**config.mk**
```make
export PLATFORM = sky130hd
export DESIGN_NAME = vga_timing_sequencer
export DESIGN_NICKNAME = d
export VERILOG_FILES = /design/src/rtl/vga_timing_sequencer.sv
export SDC_FILE = /design/constraint.sdc
export NUM_CORES = 1
export LEC_CHECK = 0
export ABC_AREA = 0
export BUFFER_PORTS_ARGS = -buffer_cell sky130_fd_sc_hd__buf_4
export CAP_MARGIN = 20
export CELL_PAD_IN_SITES_DETAIL_PLACEMENT = 0
export CELL_PAD_IN_SITES_GLOBAL_PLACEMENT = 1
export CORE_ASPECT_RATIO = 1.2
export CORE_MARGIN = 10
export CORE_UTILIZATION = 42
export CTS_CLUSTER_DIAMETER = 100
export DETAILED_ROUTE_END_ITERATION = 8
export GPL_TIMING_DRIVEN = 0
export PLACE_DENSITY = 0.88
export SETUP_SLACK_MARGIN = 0.02
export SLEW_MARGIN = 25
export SYNTH_ARGS = -nofsm -noshare
export SYNTH_HDL_FRONTEND = slang
export SYNTH_SLANG_ARGS = --single-unit
```
**constraint.sdc**
```tcl
create_clock -name clk_100Mhz -period 5.59 [get_ports clk_100Mhz]
set_input_delay 1.118 -clock clk_100Mhz [delete_from_list [all_inputs] [get_ports clk_100Mhz]]
set_output_delay 1.118 -clock clk_100Mhz [all_outputs]
set_load 0.01 [all_outputs]
```
**src/rtl/vga_timing_sequencer.sv**
```systemverilog
// 640x480 VGA timing generator: pixel-rate enable, h/v counters, active-low syncs,
// blanking, and a frame-latched colour select driving 4-bit RGB.
module vga_timing_sequencer #(
    parameter int unsigned CLK_DIV      = 4,
    parameter int unsigned H_VISIBLE    = 640,
    parameter int unsigned H_SYNC_START = 659,
    parameter int unsigned H_SYNC_END   = 755,
    parameter int unsigned H_TOTAL      = 800,
    parameter int unsigned V_VISIBLE    = 480,
    parameter int unsigned V_SYNC_START = 493,
    parameter int unsigned V_SYNC_END   = 494,
    parameter int unsigned V_TOTAL      = 525
) (
    input  logic       clk_100Mhz,
    input  logic       reset,
    input  logic [7:0] sw,
    output logic       Hsync,
    output logic       Vsync,
    output logic [3:0] vgaRed,
    output logic [3:0] vgaGreen,
    output logic [3:0] vgaBlue,
    output logic       pixel_tick,
    output logic [9:0] hcount,
    output logic [9:0] vcount,
    output logic       frame_start
);

    localparam int unsigned DIV_W = (CLK_DIV > 2) ? $clog2(CLK_DIV) : 1;

    localparam logic [DIV_W-1:0] DIV_LAST = DIV_W'(CLK_DIV - 1);
    localparam logic [9:0] H_VIS    = 10'(H_VISIBLE);
    localparam logic [9:0] H_SYNC_S = 10'(H_SYNC_START);
    localparam logic [9:0] H_SYNC_E = 10'(H_SYNC_END);
    localparam logic [9:0] H_LAST   = 10'(H_TOTAL - 1);
    localparam logic [9:0] V_VIS    = 10'(V_VISIBLE);
    localparam logic [9:0] V_SYNC_S = 10'(V_SYNC_START);
    localparam logic [9:0] V_SYNC_E = 10'(V_SYNC_END);
    localparam logic [9:0] V_LAST   = 10'(V_TOTAL - 1);

    logic [DIV_W-1:0] r_div;
    logic [9:0]       r_hcount;
    logic [9:0]       r_vcount;
    logic [7:0]       r_cfg;
    logic             r_hsync;
    logic             r_vsync;
    logic [11:0]      r_rgb;
    logic             r_pixel_tick;
    logic             r_frame_start;

    logic             w_tick_now;
    logic             w_frame_end;
    logic [DIV_W-1:0] w_div_next;
    logic [9:0]       w_hcount_next;
    logic [9:0]       w_vcount_next;
    logic [7:0]       w_cfg_next;
    logic             w_video_on;
    logic [11:0]      w_colour;

    assign w_tick_now  = (r_div == DIV_LAST);
    assign w_frame_end = w_tick_now && (r_hcount == H_LAST) && (r_vcount == V_LAST);

    // NOTE: every signal written here gets a default first, so no path can infer a latch.
    always_comb begin
        w_div_next    = w_tick_now ? '0 : r_div + 1'b1;
        w_hcount_next = r_hcount;
        w_vcount_next = r_vcount;
        w_cfg_next    = r_cfg;
        if (w_tick_now) begin
            if (r_hcount == H_LAST) begin
                w_hcount_next = '0;
                if (r_vcount == V_LAST) begin
                    w_vcount_next = '0;
                    w_cfg_next    = sw;
                end else begin
                    w_vcount_next = r_vcount + 10'd1;
                end
            end else begin
                w_hcount_next = r_hcount + 10'd1;
            end
        end
    end

    // Highest set bit of the latched switch value selects the colour.
    always_comb begin
        w_colour = 12'h000;
        if      (w_cfg_next[7]) w_colour = 12'hFFF;
        else if (w_cfg_next[6]) w_colour = 12'hFF0;
        else if (w_cfg_next[5]) w_colour = 12'hF0F;
        else if (w_cfg_next[4]) w_colour = 12'hF00;
        else if (w_cfg_next[3]) w_colour = 12'h0FF;
        else if (w_cfg_next[2]) w_colour = 12'h952;
        else if (w_cfg_next[1]) w_colour = 12'h00F;
    end

    assign w_video_on = (w_hcount_next < H_VIS) && (w_vcount_next < V_VIS);

    // Outputs are registered from next-state values so they line up with the counters.
    // NOTE: sequential state uses non-blocking assignments so every register samples pre-edge values.
    always_ff @(posedge clk_100Mhz) begin
        if (reset) begin
            r_div         <= '0;
            r_hcount      <= '0;
            r_vcount      <= '0;
            r_cfg         <= 8'h00;
            r_hsync       <= 1'b1;
            r_vsync       <= 1'b1;
            r_rgb         <= 12'h000;
            r_pixel_tick  <= 1'b0;
            r_frame_start <= 1'b0;
        end else begin
            r_div         <= w_div_next;
            r_hcount      <= w_hcount_next;
            r_vcount      <= w_vcount_next;
            r_cfg         <= w_cfg_next;
            r_hsync       <= !((w_hcount_next >= H_SYNC_S) && (w_hcount_next <= H_SYNC_E));
            r_vsync       <= !((w_vcount_next >= V_SYNC_S) && (w_vcount_next <= V_SYNC_E));
            r_rgb         <= w_video_on ? w_colour : 12'h000;
            r_pixel_tick  <= (w_div_next == DIV_LAST);
            r_frame_start <= w_frame_end;
        end
    end

    assign Hsync       = r_hsync;
    assign Vsync       = r_vsync;
    assign vgaRed      = r_rgb[11:8];
    assign vgaGreen    = r_rgb[7:4];
    assign vgaBlue     = r_rgb[3:0];
    assign pixel_tick  = r_pixel_tick;
    assign hcount      = r_hcount;
    assign vcount      = r_vcount;
    assign frame_start = r_frame_start;

endmodule

```
==> metrics.md <==
| Metric | Value |
|---|---|
| Post-synth ARST share | 0% |
| Syn Nets | 283 |
| Proportion of layout cells with a drive suffix above 1 | 22.8% |
| Post-cts sizing count | 0 |
| CTS tree | done |
| Top FF cell, synth | dfxtp_1 |
| Clock Tree Buf Depth | 2 |
| EDFF count, synth | 0 |
| Setup ws final | 2.67 ns |
| ANT cells | 0 |
| Most frequent cells in the layout | buf_4, dfxtp_1, nor2_1 |
| Post-layout util | 54.1% |
| Most common cell after layout, fill and taps aside | buf_4 |
| Worst Hold Class | register to register |
| Initial antenna violation count | 0 |
| Critical Setup Path Class | register to register |
| CP endpoint kind | register |
| Endpoints failing setup | 0 |
| CP bufs+invs | 1 |
| Vias in the first global route | 1942 |
| First-iteration detailed-routing DRC count | 97 |
| Nets | 334 |
| Post-CTS setup buffer count | 0 |
| Crit path max fanout | 10 |
| Dpl cells | 372 |
| Actual slew at the worst max-slew pin | 0.659 ns |
| Syn Std Cell Area | 2150 um2 |
| TritonCTS Sinks | 39 |
| Fin Setup TNS | 0 ns |
| Layout Skew | 0.00384 ns |
| Fin. max-slew vios | 0 |
| # IOs | 46 |
| Final WL | 5520 um |
| Final min period | 2.92 ns |
| Fill cell count | 487 |
| Critical Path Stages | 8 |
| Sequential share of the synthesized area | 36.3% |
| Peak supply drop | 0.0857 mV |
| DR WL/cell | 14.5 um |
| Max Cap Viol | 0 |
| Drt drc | 0 |
| Post-synthesis average cell area | 8.02 um2 |
| Min Hold Slack | 0.468 ns |
| Via count | 2066 |
| Post-synthesis cell type count | 50 |
| Worst slack, placed | 2.67 ns |
| Critical Path Max Stage Delay | 0.49 ns |
| Drt pass-1 iters | 4 |
| All-Layer GR Usage | 13.3% |
| Die width | 85.3 um |
| CP Cell Sequence | ha_1, nand3_1, nor4_1, buf_2, nor2_1, o22a_1, a221oi_2, nor4b_1 |
| Tot Pwr | 551 uW |
| Starting Density | 43.5% |
| Area growth syn-to-layout | 24.3% |
| Highest Clock Rate | 0.342 GHz |
| Port bufs | 44 |
| Worst Setup Start Kind | register |
| Hold_buf cts | 0 |
| Worst path required time | 5.78 ns |
| RSZ-0062 raised after global routing | false |
| Synth warn | 0 |
| Leak Pwr | 1.08 nW |
| Routed Antenna Nets | 0 |
| Cells on worst reg2reg path | 8 |
| Final Hold Vio Count | 0 |
| Total core area | 4940 um2 |
| Worst-path clk slew | 0.08 ns |
| DIE AREA | 8390 um2 |
| Clock Latency Late Sink | 0.29 ns |
| Top Family by Delay on Critical Path | simple AND/OR/NAND/NOR gates |
| Largest net degree at the start of global routing | 13 |
| Outcome | finished, final reports clean |
| H-Tree Depth | 2 |
| Total CTS buffers | 5 |
| First-pass GRT wire length | 9400 um |
| FF+latch count, synth | 39 |
| Final cell count without fillers | 380 |
| Vias/cell | 5.44 |
| Die height | 98.3 um |
| Final instance area | 2670 um2 |
| PD cells | 206 nW/um2 |
| Slowest-stage cell, CP | a221oi_2 |
| Rows | 28 |
| Syn Inst Count | 268 |
| Placed cell area | 2550 um2 |
| Final global-route overflow total | 0 |
| Root Driver | clkbuf_8 |
| Min-Delay Path Depth | 1 |
| Slew HR | 55.7% |
| Routability cong. | 0.866 |
| Detail Placement HPWL | 4200 um |
| Tcrit/Tclk final | 52.3% |
| WP data arrival | 3.12 ns |
-- cells in the mapped netlist, types with 2 or more instances --
master	number	area (um2)
mux2i_1	6	60.1
inv_1	6	22.5
or4_1	4	30.0
xor2_1	10	87.6
nor4b_1	3	26.3
o22ai_1	2	12.5
a31oi_1	7	43.8
nor2b_1	4	25.0
o21ai_0	6	30.0
buf_2	6	30.0
nor4_1	2	12.5
buf_6	2	22.5
xnor2_1	5	43.8
ha_1	5	62.6
and3_1	4	25.0
clkbuf_1	9	33.8
nor3b_1	2	15.0
buf_4	6	45.0
dfxtp_1	39	781
nand3_1	9	45.0
a21oi_1	15	75.1
nand2b_1	2	12.5
nand4_1	6	37.5
a311oi_1	2	17.5
nor3_1	19	95.1
and2_1	2	12.5
nand2_1	26	97.6
o21a_1	5	37.5
nor2_1	31	116
or2_2	2	12.5
a211oi_1	2	15.0
-- per-layer routing --
| metal | GRT usage, % | up-vias | wire, um |
|---|---|---|---|
| met5 | 0 | - | 0 |
| met4 | 5.20 | 0 | 91 |
| met3 | 4.57 | 8 | 398 |
| met2 | 21.0 | 56 | 2620 |
| met1 | 16.1 | 961 | 2420 |
| li1 | - | 1041 | - |
-- registers in the layout, summed over array words and instances (netlist names) --
signal and count:
r_cfg 7, Hsync 1, vcount 10, Vsync 1, r_div 2, frame_start 1
pixel_tick 1, r_rgb 6, hcount 10
-- path summary, 6_finish.rpt --
| check | startpoint | to | slack [ns] |
|---|---|---|---|
| hold / removal | r_div[0] | r_div[0] | 0.47 |
| setup / recovery | hcount[1] | r_rgb[1] | 2.67 |
| hold reg to reg | r_div[0] | r_div[0] | 0.47 |
| setup reg to reg | hcount[1] | r_rgb[1] | 2.67 |
-- logic make-up (layout without fill, tap and decap cells) --
group                      after synthesis  count (layout)  synth area share [%]
xor gates and xnor gates                15              15                  6.12
adders and majority gates                5               5                  2.91
buffers and inverters                   30              82                  7.34
AOI/OAI and AO/OA                       50              50                  15.4
and+or+nand+nor                        123             123                  29.1
muxes                                    6               6                  2.80
DFF                                     39              39                  36.3
-- where the power goes --
| group | internal [mW] | switching (mW) | total, mW |
|---|---|---|---|
| sequential | 0.280 | 0.00172 | 0.282 |
| clock | 0.144 | 0.0998 | 0.244 |
| combinational | 0.0106 | 0.0137 | 0.0243 |
-- area by class of cell --
cell class                      count  area (um2)  share of cell area, %
Multi-Input combinational cell    199        1210                   45.3
Sequential cell                    39         781                   29.2
Timing Repair Buffer               44         330                   12.4
Buffer                             24         135                   5.06
Clock buffer                        6        82.6                   3.09
Tap cell                           60        75.1                   2.81
Clock inverter                      2        35.0                   1.31
Inverter                            6        22.5                  0.843
(Power assumes the default switching activity.)
